File: src/rtl/ccd_phase_sequencer.sv
// ccd_phase_sequencer: Wishbone-configured generator for the four CCD clock phases.
// Each line gets a two-step line shift followed by NPIX reset/pixel pulse pairs.
module ccd_phase_sequencer #(
    parameter logic [31:0] BASE_ADDRESS = 32'h3000_0000,
    parameter int          CNT_W        = 12,
    parameter int          DIV_W        = 16
) (
    input  logic        wb_clk_i,
    input  logic        wb_rst_i,
    input  logic        wbs_cyc_i,
    input  logic        wbs_stb_i,
    input  logic        wbs_we_i,
    input  logic [31:0] wbs_adr_i,
    input  logic [31:0] wbs_dat_i,
    output logic        wbs_ack_o,
    output logic [31:0] wbs_dat_o,
    output logic        o_phi_l1,
    output logic        o_phi_l2,
    output logic        o_phi_r,
    output logic        o_phi_p,
    output logic        o_sample,
    output logic        o_busy,
    output logic        o_irq
);
    typedef enum logic [2:0] {IDLE, LINE_A, LINE_B, PIX_R, PIX_P, DONE} state_t;

    localparam logic [2:0] REG_CTRL   = 3'd0;
    localparam logic [2:0] REG_DIV    = 3'd1;
    localparam logic [2:0] REG_NPIX   = 3'd2;
    localparam logic [2:0] REG_NLINES = 3'd3;
    localparam logic [2:0] REG_STATUS = 3'd4;

    state_t state, state_next;

    logic [DIV_W-1:0] div_reg, div_cnt;
    logic [CNT_W-1:0] npix_reg, nlines_reg, pix_cnt, line_cnt;
    logic [CNT_W-1:0] pix_inc, line_inc;
    logic             cont_reg, done_reg, start_pulse, abort_pulse;

    logic [31:0] offset;
    logic [2:0]  word;
    logic        hit, take, wr;
    logic [31:0] rdata;
    logic        tick, pix_last, busy, frame_start;
    logic        unused_bits;

    assign offset      = wbs_adr_i - BASE_ADDRESS;
    assign word        = offset[4:2];
    assign hit         = (offset[31:5] == 27'd0) && (offset[1:0] == 2'b00) && (word <= REG_STATUS);
    assign take        = wbs_cyc_i && wbs_stb_i && !wbs_ack_o && hit;
    assign wr          = take && wbs_we_i;
    assign unused_bits = ^wbs_dat_i;

    assign tick     = (div_cnt == div_reg);
    assign pix_inc  = pix_cnt + CNT_W'(1);
    assign line_inc = line_cnt + CNT_W'(1);
    assign pix_last = (pix_inc >= npix_reg);
    assign busy     = (state != IDLE) && (state != DONE);
    assign o_busy   = busy;

    always_comb begin
        rdata = 32'd0;
        case (word)
            REG_CTRL:   rdata[2] = cont_reg;
            REG_DIV:    rdata[DIV_W-1:0] = div_reg;
            REG_NPIX:   rdata[CNT_W-1:0] = npix_reg;
            REG_NLINES: rdata[CNT_W-1:0] = nlines_reg;
            REG_STATUS: begin
                rdata[0]          = busy;
                rdata[1]          = done_reg;
                rdata[16 +: CNT_W] = line_cnt;
            end
            default:    rdata = 32'd0;
        endcase
    end

    // Phase outputs decode straight from the state register; a frame start
    // with an empty geometry skips every phase state and lands in DONE.
    always_comb begin
        state_next  = state;
        frame_start = 1'b0;
        o_phi_l1    = 1'b0;
        o_phi_l2    = 1'b0;
        o_phi_r     = 1'b0;
        o_phi_p     = 1'b0;
        o_sample    = 1'b0;
        o_irq       = 1'b0;
        case (state)
            IDLE: begin
                if (start_pulse) frame_start = 1'b1;
            end
            LINE_A: begin
                o_phi_l1 = 1'b1;
                if (tick) state_next = LINE_B;
            end
            LINE_B: begin
                o_phi_l2 = 1'b1;
                if (tick) state_next = PIX_R;
            end
            PIX_R: begin
                o_phi_r = 1'b1;
                if (tick) state_next = PIX_P;
            end
            PIX_P: begin
                o_phi_p = 1'b1;
                if (tick) begin
                    o_sample = 1'b1;
                    if (!pix_last)                  state_next = PIX_R;
                    else if (line_inc < nlines_reg) state_next = LINE_A;
                    else                            state_next = DONE;
                end
            end
            DONE: begin
                o_irq = 1'b1;
                if (cont_reg || start_pulse) frame_start = 1'b1;
                else                         state_next  = IDLE;
            end
            default: state_next = IDLE;
        endcase
        if (frame_start)
            state_next = (npix_reg == '0 || nlines_reg == '0) ? DONE : LINE_A;
        if (abort_pulse) begin
            state_next  = IDLE;
            frame_start = 1'b0;
        end
    end

    always_ff @(posedge wb_clk_i) begin
        if (wb_rst_i) begin
            state       <= IDLE;
            wbs_ack_o   <= 1'b0;
            wbs_dat_o   <= 32'd0;
            start_pulse <= 1'b0;
            abort_pulse <= 1'b0;
            cont_reg    <= 1'b0;
            done_reg    <= 1'b0;
            div_reg     <= '0;
            div_cnt     <= '0;
            npix_reg    <= '0;
            nlines_reg  <= '0;
            pix_cnt     <= '0;
            line_cnt    <= '0;
        end else begin
            wbs_ack_o <= take;
            if (take) wbs_dat_o <= rdata;
            start_pulse <= wr && (word == REG_CTRL) && wbs_dat_i[0] && !wbs_dat_i[1];
            abort_pulse <= wr && (word == REG_CTRL) && wbs_dat_i[1];

            // Geometry and mode stay frozen for the duration of a frame.
            if (wr && !busy) begin
                case (word)
                    REG_CTRL:   cont_reg   <= wbs_dat_i[2];
                    REG_DIV:    div_reg    <= wbs_dat_i[DIV_W-1:0];
                    REG_NPIX:   npix_reg   <= wbs_dat_i[CNT_W-1:0];
                    REG_NLINES: nlines_reg <= wbs_dat_i[CNT_W-1:0];
                    default:    ;
                endcase
            end

            state <= state_next;
            if (state_next != state || state == IDLE) div_cnt <= '0;
            else                                      div_cnt <= div_cnt + DIV_W'(1);

            if (frame_start) begin
                pix_cnt  <= '0;
                line_cnt <= '0;
            end else if (state == PIX_P && tick) begin
                if (!pix_last) begin
                    pix_cnt <= pix_inc;
                end else begin
                    pix_cnt  <= '0;
                    line_cnt <= line_inc;
                end
            end

            // Setting done in DONE is ordered last so it wins over a W1C clear.
            if (frame_start) done_reg <= 1'b0;
            if (wr && word == REG_STATUS && wbs_dat_i[1]) done_reg <= 1'b0;
            if (state == DONE && !abort_pulse) done_reg <= 1'b1;
        end
    end
endmodule
File: config.mk
export PLATFORM = sky130hd
export DESIGN_NAME = ccd_phase_sequencer
export DESIGN_NICKNAME = d
export VERILOG_FILES = /design/src/rtl/ccd_phase_sequencer.sv
export SDC_FILE = /design/constraint.sdc
export NUM_CORES = 1
export LEC_CHECK = 0
export CORE_MARGIN = 2
export CORE_UTILIZATION = 45
export CTS_CLUSTER_DIAMETER = 200
export CTS_CLUSTER_SIZE = 28
export DETAILED_ROUTE_END_ITERATION = 10
export HOLD_SLACK_MARGIN = 0.12
export PLACE_DENSITY_LB_ADDON = 0.25
export SYNTH_ARGS = -nofsm -noshare
export SYNTH_HDL_FRONTEND = slang
export SYNTH_SLANG_ARGS = --single-unit
File: constraint.sdc
create_clock -name wb_clk_i -period 8.8 [get_ports wb_clk_i]
set_clock_uncertainty 0.05 [all_clocks]
set_input_delay 1.32 -clock wb_clk_i [delete_from_list [all_inputs] [get_ports wb_clk_i]]
set_output_delay 1.32 -clock wb_clk_i [all_outputs]
set_load 0.1 [all_outputs]
# Yosys cells after proc, flatten, opt, wreduce, memory -nomap -nowiden
# Cells that the tools add are included.
dict set report op_classes {
  n_addsub 4
  n_reduce_logical 38
  muxes 31
  n_eq_ne 12
  n_lt_le_gt_ge 3
}
# op n
set ops {}
lappend ops {{subtractor 32 x 30 -> 32 bit, second input constant} 1}
lappend ops {{2-to-1 mux 3 bit} 10}
lappend ops {{zero test 27 bit} 1}
lappend ops {{case mux 9 bit (3 select lines)} 1}
lappend ops {{adder 12 x 1 -> 12 bit, second input constant} 2}
lappend ops {{zero test 12 bit} 2}
lappend ops {{2-to-1 mux 12 bit} 2}
lappend ops {{case mux 3 bit (6 select lines)} 1}
lappend ops {{adder 16 x 1 -> 16 bit, second input constant} 1}
lappend ops {{== test 16 bit} 1}
lappend ops {{logical AND 1 bit} 16}
lappend ops {{2-to-1 mux 1 bit} 13}
lappend ops {{== test 3 x 2 -> 1 bit, second input constant} 4}
lappend ops {{>= comparator 12 bit} 1}
lappend ops {{< comparator 12 bit} 1}
lappend ops {{AND reduction 2 bit} 5}
lappend ops {{== test 3 bit, second input constant} 3}
lappend ops {{case mux 2 bit (4 select lines)} 1}
lappend ops {{== test 3 x 1 -> 1 bit, second input constant} 2}
lappend ops {{zero test 3 bit} 2}
lappend ops {{nonzero test 3 bit} 2}
lappend ops {{zero test 1 bit} 4}
lappend ops {{2-to-1 mux 4 bit} 1}
lappend ops {{case mux 1 bit (4 select lines)} 1}
lappend ops {{other kinds (7)} 10}
dict set report word_totals {
  in_bits 69
  out_inout_bits 40
  register_bits 116
  wordCells 101
}

# Depth between registers and ports, before layout
dict set report depth {
  word_depth 11
  depth_mapped 15
}

# Worst setup path after synthesis
# No wires, ideal clock.
dict set report synth_path {
  path_kind {flip-flop to output port}
  start {register state[2]}
  end {output port o_sample}
  arrival_ns 2.698
  path_stages_with_launch 7
  path_slack_ns 4.732
  path_cell_list {dfxtp_1 > buf_4 > nand2b_1 > nor2_1 > nand2_2 > inv_2 > buf_4}
}
dict set report synth_via {
  elab_chain_len 2
}
# element line_no
set synth_lines {}
lappend synth_lines {{from (decl)} 33} ;# state_t state, state_next;
lappend synth_lines {{from (signal assigned)} 160} ;# state <= state_next;
lappend synth_lines {{== test 3 bit} 88} ;# case (state)
lappend synth_lines {{2-to-1 mux 1 bit} 88}
lappend synth_lines {{to (decl)} 21} ;# output logic o_sample,
# Every way passes these cells.

# Worst setup path in the final report
dict set report layout_path {
  start {register div_cnt[4]}
  end {output port o_sample}
}
dict set report layout_via {
  elab_chain_len 3
}
# element line_no
set layout_lines {}
lappend layout_lines {{from (decl)} 35} ;# logic [DIV_W-1:0] div_reg, div_cnt;
lappend layout_lines {{from (signal assigned)} 162} ;# else div_cnt <= div_cnt + DIV_W'(1);
lappend layout_lines {{== test 16 bit} 54} ;# assign tick = (div_cnt == div_reg);
lappend layout_lines {{2-to-1 mux 1 bit} 106} ;# if (tick) begin
lappend layout_lines {{2-to-1 mux 1 bit} 88}
# Every way passes these cells.

==> impl_results.md <==
- Pwr Total: between 1 and 1.5 mW
- Core Region: 13300 µm²
- Synth Warn #: 0
- Xor and xnor area share after synthesis: 0.09359
- Syn Area/Cell: 8.572 µm²
- Placer Congestion: ~0.82
- Detailed Routing Iterations Pass 1: 6
- Final cell count without fillers: 979
- Psw: 0.2792 mW
- Sequential area share after synthesis: 0.3768
- CTS clk-pin slew, worst paths: 0.05 ns
- Final hold viol count: 0
- Clk root buf: clkbuf_16
- Crit path max-delay cell type: clkdlybuf4s50_1
- Area Growth Syn to Fin: 25.80%
- EDFF count, synth: 0
- Drt wl/cell: approximately 16 µm
- Distinct cell type count after synthesis: 57
- Pin count of the biggest net entering global routing: 78
- Seq pwr share: 0.393
- Cell area after synthesis: 6163 µm²
- Worst-skew pair later-pin latency: 0.42 ns
- CP Class: reg -> out
- Worst EP arrival: about 3.7 ns
- Max reg flops: 28
- PostCTS Resize Cnt: 0
- Endpoint type of the worst setup path: primary output
- Share of cells above drive strength 1: 0.09340
- DP Area: 7106 µm²
- Total grt overflow: 0
- Clock network fraction of total power: 0.566
- Via/cell ratio: ~5.4
- Starting density of the core: 0.4636
- RSZ-0062 raised after global routing: false
- Max FO, Critical Path: 16
- Drt drc: 0
- Comb power frac: 0.041
- Worst slew margin: 0.3414
- Max-cap viol count: 0
- Count of final setup violators: 0
- Ant. Diodes: 0
- Worst slew pin tran: slightly below 1 ns
- Adder-Cell Fraction of Synth Area: 0.05481
- Setup TNS: 0 ns
- Ranking of synthesized cells by area: dfxtp_1, mux2i_1, nor2_1, ha_1, xnor2_1
- Initial antenna violation count: 0
- Synth Flop Type: dfxtp_1
- Hold/Removal Path Class: reg -> reg
- Startpoint types: flip-flop
- Via count: 5318
- First-pass GRT wire length: 25540 µm
- Critical path cell sequence: xnor2_1 > nand4_1 > nor4_4 > nand2_2 > inv_2 > clkdlybuf4s50_1
- Final min period: 5.017 ns
- Vias in the first global route: between 5000 and 6000
- I/O pin cnt: 109
- Iter 0 DRT Violations: 424
- Routed wire length: 15590 µm
- CTS hold repair buffers: 0
- Simple-gate share of the synthesized area: 0.2357
- Fin area: between 7000 and 8000 µm²
- Post-synthesis mux area share: 0.09419
- Async S/R FF share, synth: 0
- Most common cell after layout, fill and taps aside: dfxtp_1
- Final period utilization: 0.5701
- Sw Ratio: 0.2089
- Power per Cell Area: 172.4 nW/µm²
- CTS tree: built
- Die ar.: 14650 µm²
- Max rail drop VDD: roughly 0.11 mV
- Share of the synthesized area in the top cell type: 0.3768
- Worst path bufs/invs: 2
- Post-CTS Setup Inserts: 0
- CTS Sinks: 116
- Yosys reg bits: approximately 120
- Slew Limit Fails: 0
- Max stage delay on crit path: 1.19 ns
- Port bufs: 88
- Pleak: 3.115 nW
- GRT Util Overall: 0.2206
- Max Freq: between 0.15 and 0.2 GHz
- Antenna Nets Post-Route: 0
- H-Tree Depth: 4
- CTS Buf Count: 17
- Die extent in y: 121.0 µm
- Placed insts: 947
- Req. time, crit path: 7.43 ns
- Area leader, netlist: dfxtp_1
- Final HPWL DP: 11280 µm
- Post-Syn Instances: just over 700
- Largest family of logic cells by synthesized area: simple AND/OR/NAND/NOR gates
- Most frequent cells in the layout: dfxtp_1, nor2_1, clkdlybuf4s50_1
- Row cnt: 42
- Max Root-Sink Buffers: 2
- DIE WIDTH: 121.0 µm
- Final #Nets: 886
- Result of the run: finished clean
- Synth Area in Compound Gates: 0.09115
- P_int: 1.057 mW
- Top delay family on crit path: buffers and inverters
cell usage after synthesis (all sizes together) (14+ instances only):
cell type and number:
a21oi 44, a22oi 14, and3 15, buf 19, clkbuf 27, dfxtp 116
ha 27, inv 26, mux2i 43, nand2 47, nand3 45, nor2 108
nor3 22, nor4 14, xnor2 35, xor2 30
final cells by class:
cell class | instances | area (µm²)
multi-input cells | 534 | 3537
repair buffers | 95 | 928.4
clock inverters | 14 | 209.0
fillers | 1148 | 5542
well taps | 176 | 220.2
inverters | 26 | 97.59
flip-flops and latches | 116 | 2322
clock buffers | 18 | 439.2
power groups by stage:
| stage | sequential [mW] | clock [mW] | combinational, mW |
|---|---|---|---|
| after floorplan | 0.537 | 0 | 0.0248 |
| after CTS | 0.525 | 0.764 | 0.0544 |
| after global routing | 0.525 | 0.789 | 0.0582 |
| final | 0.526 | 0.756 | 0.0545 |
| after global placement | 0.537 | 0 | 0.0536 |
| after detailed placement | 0.537 | 0 | 0.0541 |
metal layers:
layer  GRT usage  up-vias  part of all wire  wire, µm
met5           0        -                 0         0
met4     0.08866        0             0.016       247
met3     0.04981       24             0.059       927
met2      0.3585      156              0.47      7405
met1      0.2828     2502              0.45      7013
li1            -     2636                 -         -
through the flow:
stage	setup slack (ns)	hold WS, ns	util
floorplan	4.732	0.4003	-
global placement	4.199	0.3879	0.5344
detailed placement	4.095	0.3945	0.5344
CTS	3.796	0.4014	0.5832
global route	3.614	0.4316	0.5832
finish	3.783	0.3998	0.5832
worst paths after layout:
kind,start,end,slack (ns),cells past startpoint
min reg2reg,wbs_dat_o[24],wbs_dat_o[24],0.40,2
max,div_cnt[4],o_sample,3.78,6
min,wbs_dat_o[24],wbs_dat_o[24],0.40,2
max reg2reg,pix_cnt[0],div_cnt[4],4.97,13
cell families after synthesis:
logic type / Yosys count
flip-flops: 116
other: 1
adder cells (fa/ha/maj): 27
AO/OA/AOI/OAI: 90
buffers and inverters: 72
XOR/XNOR: 65
multiplexers: 55
AND/OR/NAND/NOR: 293
worst min-delay path, stage by stage, from the launching register on:
cell	delay (ns)
dfxtp_1	0.30
nand2_1	0.05
a21oi_1	0.05
No activity file was read; power rests on OpenSTA's default activity.
